--- config.mk ---
export PLATFORM = sky130hd
export DESIGN_NAME = sorted_result_streamer
export DESIGN_NICKNAME = d
export VERILOG_FILES = /design/src/rtl/sorted_result_streamer.sv
export SDC_FILE = /design/constraint.sdc
export NUM_CORES = 1
export LEC_CHECK = 0
export BUFFER_PORTS_ARGS = -buffer_cell sky130_fd_sc_hd__buf_2
export CORE_ASPECT_RATIO = 0.8
export CORE_MARGIN = 1
export CORE_UTILIZATION = 39
export CTS_BUF_LIST = sky130_fd_sc_hd__clkbuf_4
export CTS_CLUSTER_DIAMETER = 100
export DETAILED_ROUTE_END_ITERATION = 10
export SETUP_SLACK_MARGIN = 0.05
export SLEW_MARGIN = 20
export SYNTH_ARGS = -nofsm -noshare
export SYNTH_HDL_FRONTEND = slang
export SYNTH_SLANG_ARGS = --single-unit
--- constraint.sdc ---
create_clock -name clk -period 1.5 [get_ports clk]
set_input_delay 0 -clock clk [delete_from_list [all_inputs] [get_ports clk]]
set_output_delay 0 -clock clk [all_outputs]
set_load 0.05 [all_outputs]
--- src/rtl/sorted_result_streamer.sv ---
// Streams the sorted RAM contents out on a valid/ready interface, index 0 first,
// and flags any accepted word that is smaller than its predecessor.
module sorted_result_streamer #(
   parameter int unsigned SIZE       = 4,
   parameter int unsigned ADDR_WIDTH = 2,
   parameter int unsigned DATA_WIDTH = 8
) (
   input  logic                  clk,
   input  logic                  reset,
   input  logic                  start,
   output logic [ADDR_WIDTH-1:0] rd_addr,
   input  logic [DATA_WIDTH-1:0] rd_data,
   output logic [DATA_WIDTH-1:0] out_data,
   output logic                  out_valid,
   output logic                  out_last,
   input  logic                  out_ready,
   output logic                  busy,
   output logic                  done,
   output logic                  order_error
);

   // One extra index bit so SIZE == 2**ADDR_WIDTH never overflows the compare.
   localparam int unsigned IDX_W = ADDR_WIDTH + 1;
   localparam logic [IDX_W-1:0] LAST_IDX = IDX_W'(SIZE - 1);

   typedef enum logic [1:0] {
      S_IDLE,
      S_LOAD,
      S_SEND,
      S_DONE
   } state_e;

   state_e                  state_q, state_d;
   logic [IDX_W-1:0]        idx_q, idx_d;
   logic [DATA_WIDTH-1:0]   out_data_q, out_data_d;
   logic                    out_valid_q, out_valid_d;
   logic                    out_last_q, out_last_d;
   logic                    busy_q, busy_d;
   logic                    done_q, done_d;
   logic                    err_q, err_d;
   logic [DATA_WIDTH-1:0]   prev_q, prev_d;
   logic [IDX_W-1:0]        idx_next;
   logic                    accept;

   // Next-state, datapath and read-address decode.
   always_comb begin
      state_d     = state_q;
      idx_d       = idx_q;
      out_data_d  = out_data_q;
      out_valid_d = out_valid_q;
      out_last_d  = out_last_q;
      done_d      = 1'b0;
      err_d       = err_q;
      prev_d      = prev_q;
      rd_addr     = ADDR_WIDTH'(0);
      idx_next    = idx_q + IDX_W'(1);
      accept      = out_valid_q & out_ready;

      case (state_q)
         S_IDLE: begin
            if (start) begin
               idx_d   = '0;
               err_d   = 1'b0;
               state_d = S_LOAD;
            end
         end
         S_LOAD: begin
            rd_addr     = idx_q[ADDR_WIDTH-1:0];
            out_data_d  = rd_data;
            out_valid_d = 1'b1;
            out_last_d  = (idx_q == LAST_IDX);
            state_d     = S_SEND;
         end
         S_SEND: begin
            // Prefetch the following word so a beat can be replaced every cycle.
            rd_addr = idx_next[ADDR_WIDTH-1:0];
            if (accept) begin
               if ((idx_q != '0) && (out_data_q < prev_q)) begin
                  err_d = 1'b1;
               end
               prev_d = out_data_q;
               if (idx_q < LAST_IDX) begin
                  idx_d      = idx_next;
                  out_data_d = rd_data;
                  out_last_d = (idx_next == LAST_IDX);
               end else begin
                  out_valid_d = 1'b0;
                  out_last_d  = 1'b0;
                  done_d      = 1'b1;
                  state_d     = S_DONE;
               end
            end
         end
         S_DONE: begin
            state_d = S_IDLE;
         end
         default: begin
            state_d = S_IDLE;
         end
      endcase

      busy_d = (state_d != S_IDLE);
   end

   always_ff @(posedge clk) begin
      if (reset) begin
         state_q     <= S_IDLE;
         idx_q       <= '0;
         out_data_q  <= '0;
         out_valid_q <= 1'b0;
         out_last_q  <= 1'b0;
         busy_q      <= 1'b0;
         done_q      <= 1'b0;
         err_q       <= 1'b0;
         prev_q      <= '0;
      end else begin
         state_q     <= state_d;
         idx_q       <= idx_d;
         out_data_q  <= out_data_d;
         out_valid_q <= out_valid_d;
         out_last_q  <= out_last_d;
         busy_q      <= busy_d;
         done_q      <= done_d;
         err_q       <= err_d;
         prev_q      <= prev_d;
      end
   end

   assign out_data    = out_data_q;
   assign out_valid   = out_valid_q;
   assign out_last    = out_last_q;
   assign busy        = busy_q;
   assign done        = done_q;
   assign order_error = err_q;

endmodule

# Word level (Yosys, flattened, before mapping)
# Index checks and enable logic that the tools add are counted.
word_totals:
  inputBits: 12
  reg_bits: 26
  out_inout_bits: 15
  word_cells: 61
op_classes:
  n_bitwise: 3
  n_lt_le_gt_ge: 2
  addsub: 1
  n_eq_ne: 10
  n_reduce_logical: 13
  n_mux: 23
ops:
  columns: ["operator", "count"]
  rows:
  - ["2-to-1 mux 8 bit", 2]
  - ["case mux 8 bit (2 select lines)", 1]
  - ["!= test 2 bit, second input constant", 5]
  - ["2-to-1 mux 3 bit", 3]
  - ["< comparator 8 bit", 1]
  - ["2-to-1 mux 1 bit", 8]
  - ["case mux 2 bit (4 select lines)", 1]
  - ["AND reduction 4 bit", 2]
  - ["== test 3 x 2 -> 1 bit, second input constant", 2]
  - ["2-to-1 mux 2 bit", 3]
  - ["case mux 1 bit (2 select lines)", 3]
  - ["case mux 3 bit (2 select lines)", 1]
  - ["AND reduction 3 bit", 2]
  - ["nonzero test 2 bit", 3]
  - ["== test 2 bit, second input constant", 2]
  - ["case mux 2 bit (2 select lines)", 1]
  - ["AND reduction 2 bit", 2]
  - ["adder 3 x 1 -> 3 bit, second input constant", 1]
  - ["< comparator 3 x 2 -> 1 bit, second input constant", 1]
  - ["nonzero test 3 bit", 1]
  - ["OR reduction 3 bit", 1]
  - ["== test 2 x 1 -> 1 bit, second input constant", 1]
  - ["logical NOT 2 bit", 1]
  - ["NOT 1 bit", 2]
  - ["other kinds (2)", 2]

# Longest topological paths before layout
depth:
  depth_word: 5
  mapped_depth: 6
  mapped_depth_nobuf: 6

# Least setup slack after synthesis
# OpenSTA, ideal clock, no wires.
synth_timing:
  path_kind: "register to output"
  start: "register idx_q[0]"
  end: "output port rd_addr[1]"
  path_stages_with_launch: 5
  arrival_ns: 1.901
  t_required_ns: 1.500
  setup_slack_ns: -0.401
  cell_sequence: "dfxtp_1 > inv_1 > ha_1 > nand2_1 > a21boi_0"
synth_via:
  elab_chain_cells: 2
synth_rtl:
  columns: ["item", "line_no", "text"]
  rows:
  - ["start: declaration", "34", "logic [IDX_W-1:0] idx_q, idx_d;"]
  - ["start signal: assignment", "118", "idx_q <= idx_d;"]
  - ["adder 3 x 1 -> 3 bit", "56", "idx_next = idx_q + IDX_W'(1);"]
  - ["case mux 2 bit (2 select lines)", "59", "case (state_q)"]
  - ["end: declaration", "11", "output logic [ADDR_WIDTH-1:0] rd_addr,"]
# Every way passes these cells.

# Worst setup path in the final report
layout_timing:
  start: "register state_q[0]"
  end: "register idx_q[1]"
layout_via:
  elab_chain_cells: 3
  elab_cells_between_ends: 8
  cone_classes: "4 x eq/ne; 1 x mux; 3 x reduce/logical"
layout_rtl:
  columns: ["item", "line_no", "text"]
  rows:
  - ["start: declaration", "33", "state_e state_q, state_d;"]
  - ["start signal: assignment", "117", "state_q <= state_d;"]
  - ["== test 2 bit / logical NOT 2 bit (equally long branches)", "59", null]
  - ["!= test 2 bit (no line) / nonzero test 2 bit (equally long branches)", null, null]
  - ["AND reduction 4 bit (no line)", null, null]
# Several ways; a longest one is shown, not always the timed one.
# A chain may end at the register's enable or synchronous reset.

==> summary.md <==
| Metric | Value |
|---|---|
| Number of enable-type register cells in the synthesized netlist | 0 |
| Worst setup skew after layout | 6.58 ps |
| Wire length reported by the detailed router | between 2 and 3 mm |
| Startpoint of the most critical hold path | start |
| Non-filler cells, final | about 240 |
| Worst Hold End | order_error$_SDFFE_PP0P_ |
| I/O pin cnt | 27 |
| Number of buffers created by CTS | 3 |
| Syn. warnings | 0 |
| Number of global-route vias before repair | slightly above 1000 |
| Maximum net fanout on the critical path | 4 |
| Sort of element at the start of the critical path | register |
| Post-detail-place hpwl | 2.01 mm |
| Die Width | 66.2 µm |
| Worst setup slack after layout | -111 ps |
| Total negative setup slack | -332 ps |
| Status | complete, but fails checks |
| Avg Cell Area, Syn | 8.74 µm² |
| Initial Utilization | 41.3% |
| WP data required | 1750 ps |
| Cell Area, Placed | 1590 µm² |
| Primary flip-flop cell chosen by synthesis mapping | sky130_fd_sc_hd__dfxtp_1 |
| R2r startpoint | state_q[0]$_SDFF_PP0_ |
| Total die area | 3530 µm² |
| Total count of max-transition violations in the final report | 0 |
| First-iteration detailed-routing DRC count | 60 |
| Number of sinks handled by clock tree synthesis | 26 |
| Area delta synth->final | 42.4% |
| Max H-tree Level | 1 |
| Drt pass-1 iters | 4 |
| Ys async rst share | 0% |
| Total congestion overflow after global routing | 0 |
| DIE HEIGHT | around 53 µm |
| Final-stage net count | 223 |
| Area taken by flip-flops and latches | 529 µm² |
| Clock tree from TritonCTS | yes |
| Worst endpoint data arrival time | 1860 ps |
| GR Util All Layers | 17.8% |
| R2r endpoint | idx_q[1]$_SDFFE_PP0P_ |
| Family of cells with the greatest summed delay on the critical path | simple AND/OR/NAND/NOR gates |
| Peak supply drop | 0.000727 V |
| Worst-path cell chain | inv_2 -> ha_4 -> nor2b_4 -> or2_4 -> or4_4 -> o31ai_4 |
| Final instance area | 1830 µm² |
| Cell at the root of the clock tree | sky130_fd_sc_hd__clkbuf_4 |
| Mapped Area | around 1300 µm² |
| Final total power | ~3.1 mW |
| Final Hold Vio Count | 0 |
| # fillers | 289 |
| Slew headroom | 61.9% |
| Clk buf depth | 2 |
| Routability Congestion | 0.785 |
| Period utilisation layout | 107% |
| Maximum achievable frequency | 621 MHz |
| Number of placement rows | 18 |
| Critical Path End Type | register |
| Area of the multi-input gates | 795 µm² |
| Number of flip-flops and latches in the synthesized netlist | 26 |
| Number of cells after detailed placement | 221 |
| R2R Setup Slk | -110 ps |
| Pin slew with the least headroom to its limit | 571 ps |
| Number of nets still failing antenna checks after routing | 0 |
| Clock-pin transition on the worst setup and hold timing paths | 150 ps |
| Port-buffer cells | 26 |
| Number of max-capacitance violations reported | 0 |
| Post-synthesis net count | roughly 170 |
| Hold path depth | 4 |
| CP max stage delay | roughly 500 ps |
| Worst-skew pair later-pin latency | 330 ps |
| Violations in the final reports | negative setup slack |
| Util after Layout | 58.9% |
| Depth of the worst register-to-register path | 6 |
| Layout cell share with drive strength beyond 1 | roughly two fifths |
| P_leak | 0.803 nW |
| Cell Pwr Density | 1680 nW/µm² |
| Number of antenna violations at the first check in global routing | 0 |
| Period minus WS final | 1610 ps |
| Total DRC errors in the routed layout | 0 |
| Via count of the routed design | 1153 |
| Sequential share of the synthesized area | between 40% and 50% |
| Count of endpoints failing setup in the final report | 10 |
| Number of library cell types mapped by synthesis | 31 |
| Category of the most critical setup path | reg2reg |
| Wire length per cell after detailed routing | 12.3 µm |
| Synthesized instance count | 147 |
| First-pass GRT wire length | 4.64 mm |
| Setup repair after global routing missed its margin | yes |
| Average vias per placed instance | 4.89 |
| Number of buffers and inverters on the critical path | 1 |
| Largest net degree at the start of global routing | 29 |
| Critical path startpoint | state_q[0]$_SDFF_PP0_ |
| Worst min path class | in2reg |
| Critical-path top delay cell | sky130_fd_sc_hd__or4_4 |
| Floorplan core area | 3110 µm² |
| Antenna cell count | 0 |
[kinds of logic after synthesis]
family	count (synthesis)	synth area share, %
and+or+nand+nor	50	18.0
AOI/OAI and AO/OA	29	15.0
DFF	26	40.5
buffers and inverters	19	5.74
adders and majority gates	14	13.6
muxes	9	7.11
[power breakdown]
part | switching, mW | internal, mW | total, mW
logic | 0.920 | 0.747 | 1.67
clock network | 0.219 | 0.270 | 0.489
registers | 0.0974 | 0.816 | 0.914
total | 1.24 | 1.83 | 3.07
[cells in the mapped netlist (2+ instances only)]
library cell	number	area, µm²
sky130_fd_sc_hd__or4_1	2	15.0
sky130_fd_sc_hd__o31ai_1	2	15.0
sky130_fd_sc_hd__mux2i_1	8	80.1
sky130_fd_sc_hd__nor3_1	3	15.0
sky130_fd_sc_hd__nand4_1	2	12.5
sky130_fd_sc_hd__buf_2	2	10.0
sky130_fd_sc_hd__clkbuf_1	3	11.3
sky130_fd_sc_hd__ha_1	14	175
sky130_fd_sc_hd__dfxtp_1	26	521
sky130_fd_sc_hd__a31oi_1	3	18.8
sky130_fd_sc_hd__or2_1	2	12.5
sky130_fd_sc_hd__a211oi_1	2	15.0
sky130_fd_sc_hd__o21ai_0	3	15.0
sky130_fd_sc_hd__nor2b_1	2	12.5
sky130_fd_sc_hd__a21oi_1	12	60.1
sky130_fd_sc_hd__nand2_1	23	86.3
sky130_fd_sc_hd__inv_1	14	52.6
sky130_fd_sc_hd__nor2_1	11	41.3
[worst reg2reg max path: cells and delay by family (launching register included)]
family                   cells  cell delay, ps
AND/OR/NAND/NOR              3             870
flip-flops                   1             360
AO/OA/AOI/OAI                1              70
adder cells (fa/ha/maj)      1             160
buffers and inverters        1              60
[worst max-delay path by stage]
stage	cells after the start	endpoint
2_1_floorplan	4	rd_addr[1]
3_3_place_gp	6	idx_q[1]$_SDFFE_PP0P_
3_5_place_dp	6	idx_q[1]$_SDFFE_PP0P_
4_1_cts	6	idx_q[1]$_SDFFE_PP0P_
5_1_grt	6	idx_q[1]$_SDFFE_PP0P_
6_report	6	idx_q[1]$_SDFFE_PP0P_
[through the flow]
stage	setup slack [ps]	hold slack (ps)
after floorplan	-8.60	144
after global placement	-27.8	227
after detailed placement	-92.8	239
after CTS	-112	61.5
after global routing	-164	73.8
final	-111	69.1
[registers in the layout (all words and copies together), names as in the netlist]
name and count:
prev_q 8, done 1, order_error 1, out_data 8, out_last 1, out_valid 1
busy 1, idx_q 3, state_q 2
[layout by cell type, fill, tap and decap left out, types with 3 or more instances in the layout]
master                          instances
sky130_fd_sc_hd__inv_2                  3
sky130_fd_sc_hd__a21oi_1               12
sky130_fd_sc_hd__buf_2                 24
sky130_fd_sc_hd__mux2i_1                8
sky130_fd_sc_hd__nor2_1                10
sky130_fd_sc_hd__dfxtp_1               19
sky130_fd_sc_hd__dfxtp_2                7
sky130_fd_sc_hd__ha_1                  10
sky130_fd_sc_hd__nand2_1               21
sky130_fd_sc_hd__clkbuf_4               3
sky130_fd_sc_hd__dlygate4sd3_1          8
sky130_fd_sc_hd__nor3_1                 3
sky130_fd_sc_hd__buf_4                 15
sky130_fd_sc_hd__inv_1                 11
[metal layers]
layer / up-vias / GRT usage, % / part of all wire (%)
met1: 531 / 23.0 / 50
met5: - / 0 / 0
met2: 23 / 29.4 / 47
li1: 597 / - / -
met3: 2 / 5.17 / 3.2
met4: 0 / 3.19 / 0.41
[final cells by class]
cell class	count	share of cell area (%)
clock inverters	1	1.64
flip-flops and latches	26	28.9
multi-input cells	102	43.4
inverters	14	2.87
repair buffers	50	19.2
clock buffers	3	1.23
well taps	40	2.74
[what timing repair did]
item / 4_1_cts / 5_1_grt
setup endpoints to repair: 13 / 17
buffers inserted: 2 / 1
hold buffers: 8 / 0
hold endpoints to repair: 8 / 0
resized for setup: 8 / 18
pin swaps: 1 / 2
Note: power is estimated with default switching activity, not from simulation.
